File: src/rtl/uci_response_encoder.sv
// UCI response encoder: turns best-move and search-info records into ASCII lines for the UART.
// Define UCI_INFO_EN to build the info-line path (decimal converter and info strings).
module uci_response_encoder #(
  parameter int GAP_CYCLES = 2
) (
  input  logic        clk_in,
  input  logic        rst_in,
  input  logic [5:0]  move_from_in,
  input  logic [5:0]  move_to_in,
  input  logic [2:0]  move_promo_in,
  input  logic        move_valid_in,
  output logic        move_ready_out,
  input  logic [7:0]  info_depth_in,
  input  logic [15:0] info_score_in,
  input  logic [31:0] info_nodes_in,
  input  logic        info_valid_in,
  output logic        info_ready_out,
  output logic [7:0]  char_out,
  output logic        char_out_valid,
  input  logic        char_out_ready,
  output logic        busy_out
);
  localparam int GW = (GAP_CYCLES < 1) ? 1 : $clog2(GAP_CYCLES + 1);
  localparam logic [GW-1:0] GAP_LOAD = GW'(GAP_CYCLES);

  typedef enum logic [2:0] {IDLE, EMIT_STR, EMIT_NUM, EMIT_MOVE, EMIT_EOL} state_t;
  typedef enum logic [2:0] {
    SEG_BM, SEG_DEPTH_S, SEG_DEPTH_N, SEG_SCORE_S, SEG_SCORE_N, SEG_NODES_S, SEG_NODES_N
  } seg_t;

  localparam logic [8*9-1:0]  S_BESTMOVE = "bestmove ";
`ifdef UCI_INFO_EN
  localparam logic [8*11-1:0] S_DEPTH    = "info depth ";
  localparam logic [8*10-1:0] S_SCORE    = " score cp ";
  localparam logic [8*7-1:0]  S_NODES    = " nodes ";
`endif

  state_t        state_q, state_d;
  seg_t          seg_q, seg_d;
  logic [3:0]    idx_q;
  logic          idx_clr, idx_inc;
  logic [GW-1:0] gap_q;
  logic          busy_q;
  logic          byte_vld;
  logic [7:0]    byte_val;
  logic          xfer;
  logic          move_acc;
  logic [5:0]    from_p0, to_p0;
  logic [2:0]    promo_p0;
  logic          has_promo;

  function automatic logic [7:0] str_char(input seg_t seg, input logic [3:0] idx);
    logic [7:0] c;
    c = 8'h00;
    case (seg)
      SEG_BM:      c = S_BESTMOVE[8*(8-int'(idx)) +: 8];
`ifdef UCI_INFO_EN
      SEG_DEPTH_S: c = S_DEPTH[8*(10-int'(idx)) +: 8];
      SEG_SCORE_S: c = S_SCORE[8*(9-int'(idx)) +: 8];
      SEG_NODES_S: c = S_NODES[8*(6-int'(idx)) +: 8];
`endif
      default:     c = 8'h00;
    endcase
    return c;
  endfunction

  function automatic logic [3:0] str_last(input seg_t seg);
    logic [3:0] n;
    case (seg)
      SEG_DEPTH_S: n = 4'd10;
      SEG_SCORE_S: n = 4'd9;
      SEG_NODES_S: n = 4'd6;
      default:     n = 4'd8;
    endcase
    return n;
  endfunction

  function automatic logic [7:0] promo_char(input logic [2:0] p);
    logic [7:0] c;
    case (p)
      3'd1:    c = 8'h6E;
      3'd2:    c = 8'h62;
      3'd3:    c = 8'h72;
      3'd4:    c = 8'h71;
      default: c = 8'h00;
    endcase
    return c;
  endfunction

  function automatic logic [7:0] move_char(input logic [3:0] idx, input logic [5:0] f,
                                           input logic [5:0] t, input logic [2:0] p);
    logic [7:0] c;
    case (idx)
      4'd0:    c = 8'h61 + {5'd0, f[2:0]};
      4'd1:    c = 8'h31 + {5'd0, f[5:3]};
      4'd2:    c = 8'h61 + {5'd0, t[2:0]};
      4'd3:    c = 8'h31 + {5'd0, t[5:3]};
      default: c = promo_char(p);
    endcase
    return c;
  endfunction

  assign has_promo = (promo_p0 >= 3'd1) && (promo_p0 <= 3'd4);

`ifdef UCI_INFO_EN
  logic               info_acc;
  logic [7:0]         depth_p0;
  logic signed [15:0] score_p0;
  logic [31:0]        nodes_p0;
  logic [31:0]        num_q;
  logic [3:0]         pow_q;   // 0 selects 10^9 ... 9 selects 10^0
  logic [3:0]         dig_q;
  logic               lead_q;  // a significant digit has already gone out
  logic               neg_q;
  logic               num_ge, show;
  logic               num_load, sub_en, pow_adv, lead_set, neg_clr;

  function automatic logic [31:0] pow10(input logic [3:0] p);
    logic [31:0] v;
    case (p)
      4'd0:    v = 32'd1000000000;
      4'd1:    v = 32'd100000000;
      4'd2:    v = 32'd10000000;
      4'd3:    v = 32'd1000000;
      4'd4:    v = 32'd100000;
      4'd5:    v = 32'd10000;
      4'd6:    v = 32'd1000;
      4'd7:    v = 32'd100;
      4'd8:    v = 32'd10;
      default: v = 32'd1;
    endcase
    return v;
  endfunction

  // 17-bit magnitude so that -32768 maps to +32768 without wrapping
  function automatic logic [16:0] score_mag(input logic signed [15:0] s);
    logic signed [16:0] w;
    w = {s[15], s};
    if (w < 0) w = -w;
    return w;
  endfunction

  assign info_ready_out = (state_q == IDLE) && !rst_in;
  assign move_ready_out = (state_q == IDLE) && !rst_in && !info_valid_in;
  assign info_acc       = info_valid_in && info_ready_out;
  assign num_ge         = (num_q >= pow10(pow_q));
  assign show           = (dig_q != 4'd0) || lead_q || (pow_q == 4'd9);
`else
  logic unused_info;
  assign unused_info    = ^{info_depth_in, info_score_in, info_nodes_in, info_valid_in};
  assign info_ready_out = 1'b1;
  assign move_ready_out = (state_q == IDLE) && !rst_in;
`endif

  assign move_acc       = move_valid_in && move_ready_out;
  assign char_out_valid = byte_vld && (gap_q == '0) && char_out_ready && !rst_in;
  assign char_out       = char_out_valid ? byte_val : 8'h00;
  assign xfer           = char_out_valid;
  assign busy_out       = busy_q;

  always_comb begin
    byte_vld = 1'b0;
    byte_val = 8'h00;
    case (state_q)
      EMIT_STR: begin
        byte_vld = 1'b1;
        byte_val = str_char(seg_q, idx_q);
      end
      EMIT_MOVE: begin
        byte_vld = 1'b1;
        byte_val = move_char(idx_q, from_p0, to_p0, promo_p0);
      end
`ifdef UCI_INFO_EN
      EMIT_NUM: begin
        if (neg_q) begin
          byte_vld = 1'b1;
          byte_val = 8'h2D;
        end else if (!num_ge && show) begin
          byte_vld = 1'b1;
          byte_val = 8'h30 + {4'h0, dig_q};
        end
      end
`endif
      EMIT_EOL: begin
        byte_vld = 1'b1;
        byte_val = 8'h0A;
      end
      default: ;
    endcase
  end

  always_comb begin
    state_d = state_q;
    seg_d   = seg_q;
    idx_clr = 1'b0;
    idx_inc = 1'b0;
`ifdef UCI_INFO_EN
    num_load = 1'b0;
    sub_en   = 1'b0;
    pow_adv  = 1'b0;
    lead_set = 1'b0;
    neg_clr  = 1'b0;
`endif
    case (state_q)
      IDLE: begin
        idx_clr = 1'b1;
`ifdef UCI_INFO_EN
        if (info_acc) begin
          state_d = EMIT_STR;
          seg_d   = SEG_DEPTH_S;
        end else
`endif
        if (move_acc) begin
          state_d = EMIT_STR;
          seg_d   = SEG_BM;
        end
      end
      EMIT_STR: begin
        if (xfer) begin
          if (idx_q == str_last(seg_q)) begin
            idx_clr = 1'b1;
`ifdef UCI_INFO_EN
            if (seg_q == SEG_BM) begin
              state_d = EMIT_MOVE;
            end else begin
              state_d  = EMIT_NUM;
              seg_d    = seg_t'(seg_q + 3'd1);
              num_load = 1'b1;
            end
`else
            state_d = EMIT_MOVE;
`endif
          end else begin
            idx_inc = 1'b1;
          end
        end
      end
      EMIT_MOVE: begin
        if (xfer) begin
          if (idx_q == 4'd4 || (idx_q == 4'd3 && !has_promo)) state_d = EMIT_EOL;
          else idx_inc = 1'b1;
        end
      end
`ifdef UCI_INFO_EN
      EMIT_NUM: begin
        if (neg_q) begin
          if (xfer) neg_clr = 1'b1;
        end else if (num_ge) begin
          sub_en = 1'b1;
        end else if (show) begin
          if (xfer) begin
            lead_set = 1'b1;
            if (pow_q == 4'd9) begin
              if (seg_q == SEG_NODES_N) begin
                state_d = EMIT_EOL;
              end else begin
                state_d = EMIT_STR;
                seg_d   = seg_t'(seg_q + 3'd1);
                idx_clr = 1'b1;
              end
            end else begin
              pow_adv = 1'b1;
            end
          end
        end else begin
          pow_adv = 1'b1;
        end
      end
`endif
      EMIT_EOL: begin
        if (xfer) state_d = IDLE;
      end
      default: state_d = IDLE;
    endcase
  end

  always_ff @(posedge clk_in) begin
    if (rst_in) begin
      state_q <= IDLE;
      seg_q   <= SEG_BM;
      idx_q   <= 4'd0;
      gap_q   <= '0;
      busy_q  <= 1'b0;
    end else begin
      state_q <= state_d;
      seg_q   <= seg_d;
      busy_q  <= (state_d != IDLE);
      if (idx_clr)      idx_q <= 4'd0;
      else if (idx_inc) idx_q <= idx_q + 4'd1;
      if (xfer)                gap_q <= GAP_LOAD;
      else if (gap_q != '0)    gap_q <= gap_q - GW'(1);
    end
  end

  // Capture stage: record fields on the accept cycle
  always_ff @(posedge clk_in) begin
    if (move_acc) begin
      from_p0  <= move_from_in;
      to_p0    <= move_to_in;
      promo_p0 <= move_promo_in;
    end
`ifdef UCI_INFO_EN
    if (info_acc) begin
      depth_p0 <= info_depth_in;
      score_p0 <= info_score_in;
      nodes_p0 <= info_nodes_in;
    end
`endif
  end

`ifdef UCI_INFO_EN
  // Decimal stage: one subtraction of the current power of ten per cycle
  always_ff @(posedge clk_in) begin
    if (num_load) begin
      pow_q  <= 4'd0;
      dig_q  <= 4'd0;
      lead_q <= 1'b0;
      case (seg_d)
        SEG_DEPTH_N: begin
          num_q <= {24'd0, depth_p0};
          neg_q <= 1'b0;
        end
        SEG_SCORE_N: begin
          num_q <= {15'd0, score_mag(score_p0)};
          neg_q <= score_p0[15];
        end
        default: begin
          num_q <= nodes_p0;
          neg_q <= 1'b0;
        end
      endcase
    end else begin
      if (neg_clr) neg_q <= 1'b0;
      if (sub_en) begin
        num_q <= num_q - pow10(pow_q);
        dig_q <= dig_q + 4'd1;
      end
      if (pow_adv) begin
        pow_q <= pow_q + 4'd1;
        dig_q <= 4'd0;
      end
      if (lead_set) lead_q <= 1'b1;
    end
  end
`endif

endmodule
File: config.mk
export PLATFORM = sky130hd
export DESIGN_NAME = uci_response_encoder
export DESIGN_NICKNAME = d
export VERILOG_FILES = /design/src/rtl/uci_response_encoder.sv
export SDC_FILE = /design/constraint.sdc
export NUM_CORES = 1
export LEC_CHECK = 0
export ABC_AREA = 1
export CORE_MARGIN = 5
export CORE_UTILIZATION = 42
export DETAILED_ROUTE_END_ITERATION = 12
export PLACE_DENSITY = 0.86
export SYNTH_ARGS = -nofsm -noshare
export SYNTH_HDL_FRONTEND = slang
export SYNTH_SLANG_ARGS = --single-unit
File: constraint.sdc
create_clock -name clk_in -period 3.7 [get_ports clk_in]
set_input_delay 0.925 -clock clk_in [delete_from_list [all_inputs] [get_ports clk_in]]
set_output_delay 0.925 -clock clk_in [all_outputs]
set_load 0.01 [all_outputs]
==> out/results.ini <==
[synth]
netlist_instances = 204
synth_simple_gate_area_share_pct = 32.13
synth_compound_area_share_pct = 10.56
postSynth.topFlopCell = sky130_fd_sc_hd__edfxtp_1
synth_xor_area_share_pct = 3.127
avgSynthCellArea_um2 = 7.845
synth_cell_types = 27
combinational_family_with_the_most_area_after_synthesis = simple AND/OR/NAND/NOR gates
synth_async_sr_flop_share_pct = 0
yosys-top-cells-area = sky130_fd_sc_hd__edfxtp_1 (28%), sky130_fd_sc_hd__dfxtp_1 (13%), sky130_fd_sc_hd__nand2_1 (9.6%)
synth_top_cell_by_area = sky130_fd_sc_hd__edfxtp_1
number_of_synthesized_flops_with_an_enable_pin = 15
post_synth_mux_area_share_pct = 0
synth_top_cell_area_share_pct = 28.15
syn-num-nets = 285
post_synth_fa_ha_maj_area_fraction_pct = 3.909
netlist_top_cells_count = sky130_fd_sc_hd__nand2_1 (41), sky130_fd_sc_hd__nand3_1 (28), sky130_fd_sc_hd__inv_1 (25), sky130_fd_sc_hd__nor2_1 (16), sky130_fd_sc_hd__edfxtp_1 (15)
yosys_register_bits = 25
ys_warn_count = 0
synth.most_common_cell = sky130_fd_sc_hd__nand2_1
netlist_area_um2 = 1600
seq_total_area_yosys_pct = 40.66

[worst_setup_path]
worstPathCellList = nor2_4 > nand2_1 > nand3_1 > nand3_1 > ha_1 > nor2_1 > nor2_1 > a21oi_1 > a21oi_1 > clkdlybuf4s50_1
worstPathMaxFanout = 12
critical_path_rt_ns = 2.77
setup.worst_path.end_class = output pin
path_class = reg2out
cpMaxStageDelayCell = sky130_fd_sc_hd__clkdlybuf4s50_1
worstSetupStartpointType = flip-flop
max_stage_delay_ns = 0.56
crit_arrival_ns = 2.63

[clock_tree]
cts-hold-fix-buffers = 0
clkLatencyLatePin_ns = 0.27
clk_path_buf_depth = 2
tritoncts = done
ctsHtreeMaxLevel = 1
clock-root-buffer = sky130_fd_sc_hd__clkbuf_8
cts_sinks = 25
cts.clk_slew.worst_paths_ns = 0.09
numCtsBuffers = 3

[route]
drt-total-wl_um = 3255
detail_route.iter0.violations = 60
ant_nets = 0
dr_total_vias = 1417
route.detailed.wl_per_inst_um = 11.58
drc = 0
drt-pass1-iter-count = 4
route.detailed.vias_per_inst = 5.043

[timing]
period_share_pct = 96.01
worst-slew-pin-transition_ns = 0.6331
fin_skew_ns = 0.004666
finalHoldWorstSlack_ns = 0.4449
timing.final.setup_violations = 0
finalMaxSlewViolations = 0
fin_tns_setup_ns = 0
timing.fmax_ghz = 0.2815
layout_min_cycle_time_ns = 3.552
headroom_to_the_max_slew_limit_pct = 57.79
grt_setup_unrepaired = false
finalHoldViolCount = 0

[layout]
finish.utilization_pct = 53.66
n_antenna_cell = 0
filler_cell_count = 365
nets = 315
fraction_of_layout_instances_using_a_drive_strength_above_1_pct = 15.02
regArea_um2 = 653.1
multi_input_area_um2 = 819.5
area_growth_syn_to_layout_pct = 23.69

[grt]
grt_max_degree = 17
first_global_vias = 1244
grt_pass1_wl_um = 5416
grt_antenna_before_repair = 0
grtUsageTotal_pct = 12.89
grt.overflow.total = 0

[die]
coreArea_um2 = 3689
starting_utilization_of_the_core_area_pct = 43.39
rows = 22
chipWidth_um = 71.73
fp.dieH_um = 71.73
die_area_um2 = 5144
ioPinCount = 88

[pwr]
power_density_nw_per_um2 = 274.1
leakage_uw = 0.0008219
ir_worst_vdd_uv = 175.0
total_power_uw = 542.6

[job]
max-cap-violations = 0

[min_path]
hp-class = reg2reg

[placement]
detailedPlacementHpwl_um = 2687
routabilityCongestion = 0.8883
placement.io_buffers = 28

[outcome]
outcome = complete, no violations

-- timing repair --
item	CTS	global route
buffers inserted	0	0
pin swaps	0	2
gates resized for setup	2	5
endpoints found under the setup margin	2	4
-- where the power goes --
group | internal [uW] | total [uW] | switching [uW]
Clock | 78.7 | 165 | 86.5
Sequential | 308 | 312 | 4.82
Combinational | 32.4 | 65.0 | 32.6
-- cells by family (layout without fill, tap and decap cells) --
group | count (synthesis) | after routing
compound gates | 29 | 29
xor+xnor | 4 | 4
fa+ha+maj | 5 | 5
buf+inv | 33 | 62
flops | 25 | 25
other cells | 2 | 2
simple gates | 106 | 106
-- path summary, 6_finish.rpt --
path                 start     endpoint  slack (ns)  depth (start not counted)
hold reg to reg   gap_q[0]     gap_q[0]        0.44                          1
setup / recovery  idx_q[2]  char_out[1]        0.15                         10
hold / removal    gap_q[0]     gap_q[0]        0.44                          1
setup reg to reg  idx_q[0]     idx_q[0]        2.05                          8
-- per-stage QoR --
step | instances | instance area, um2 | setup WS, ns
global placement | 277 | 1911 | 0.2082
detailed placement | 277 | 1911 | 0.2010
global route | 281 | 1979 | 0.01897
finish | 281 | 1979 | 0.1478
CTS | 281 | 1964 | 0.04191
floorplan | 204 | 1600 | 1.052
-- cells in the final DEF (no fill, tap or decap), types with 2 or more instances in the layout --
cell type,instances
sky130_fd_sc_hd__nand2_2,4
sky130_fd_sc_hd__dfxtp_2,2
sky130_fd_sc_hd__o21ai_0,5
sky130_fd_sc_hd__nor2_1,16
sky130_fd_sc_hd__clkdlybuf4s50_1,28
sky130_fd_sc_hd__o21ai_1,4
sky130_fd_sc_hd__o31ai_1,2
sky130_fd_sc_hd__ha_2,2
sky130_fd_sc_hd__dfxtp_1,8
sky130_fd_sc_hd__inv_2,4
sky130_fd_sc_hd__nand3_2,3
sky130_fd_sc_hd__conb_1,2
sky130_fd_sc_hd__inv_1,25
sky130_fd_sc_hd__nand4_1,4
sky130_fd_sc_hd__clkbuf_8,3
sky130_fd_sc_hd__xor2_1,2
sky130_fd_sc_hd__xor2_2,2
sky130_fd_sc_hd__a21oi_2,5
sky130_fd_sc_hd__nor2_2,4
sky130_fd_sc_hd__nand3_1,28
sky130_fd_sc_hd__edfxtp_1,15
sky130_fd_sc_hd__ha_1,3
sky130_fd_sc_hd__nand2_1,41
sky130_fd_sc_hd__a21oi_1,12
sky130_fd_sc_hd__nor3_1,2
-- state kept, by name (all words and copies together), names as in the netlist --
register / count
promo_p0: 3
idx_q: 4
state_q: 3
gap_q: 2
busy_out: 1
from_p0: 6
to_p0: 6
-- critical path: cells and delay by family (launching register included) --
kind                     cells  cell delay [ns]
AND/OR/NAND/NOR              6             0.82
flip-flops                   1             0.44
AO/OA/AOI/OAI                2             0.24
adder cells (fa/ha/maj)      1             0.30
buffers and inverters        1             0.56
-- area by class of cell --
type                       instances  area share (%)
multi-input combinational        146           41.40
tap                               48           3.034
inverter                          29           5.499
timing repair buffer              29           14.54
clock buffer                       3           2.086
sequential                        25           33.00
clock inverter                     1          0.4425
-- metal layers --
metal / share of wire (%) / global-route usage, % / vias to the layer above
met5: 0 / 0 / -
met4: 1.1 / 4.384 / 0
met3: 5.7 / 1.964 / 4
met2: 46 / 21.02 / 37
met1: 47 / 17.34 / 641
li1: - / - / 735
No activity file was read; power rests on OpenSTA's default activity.
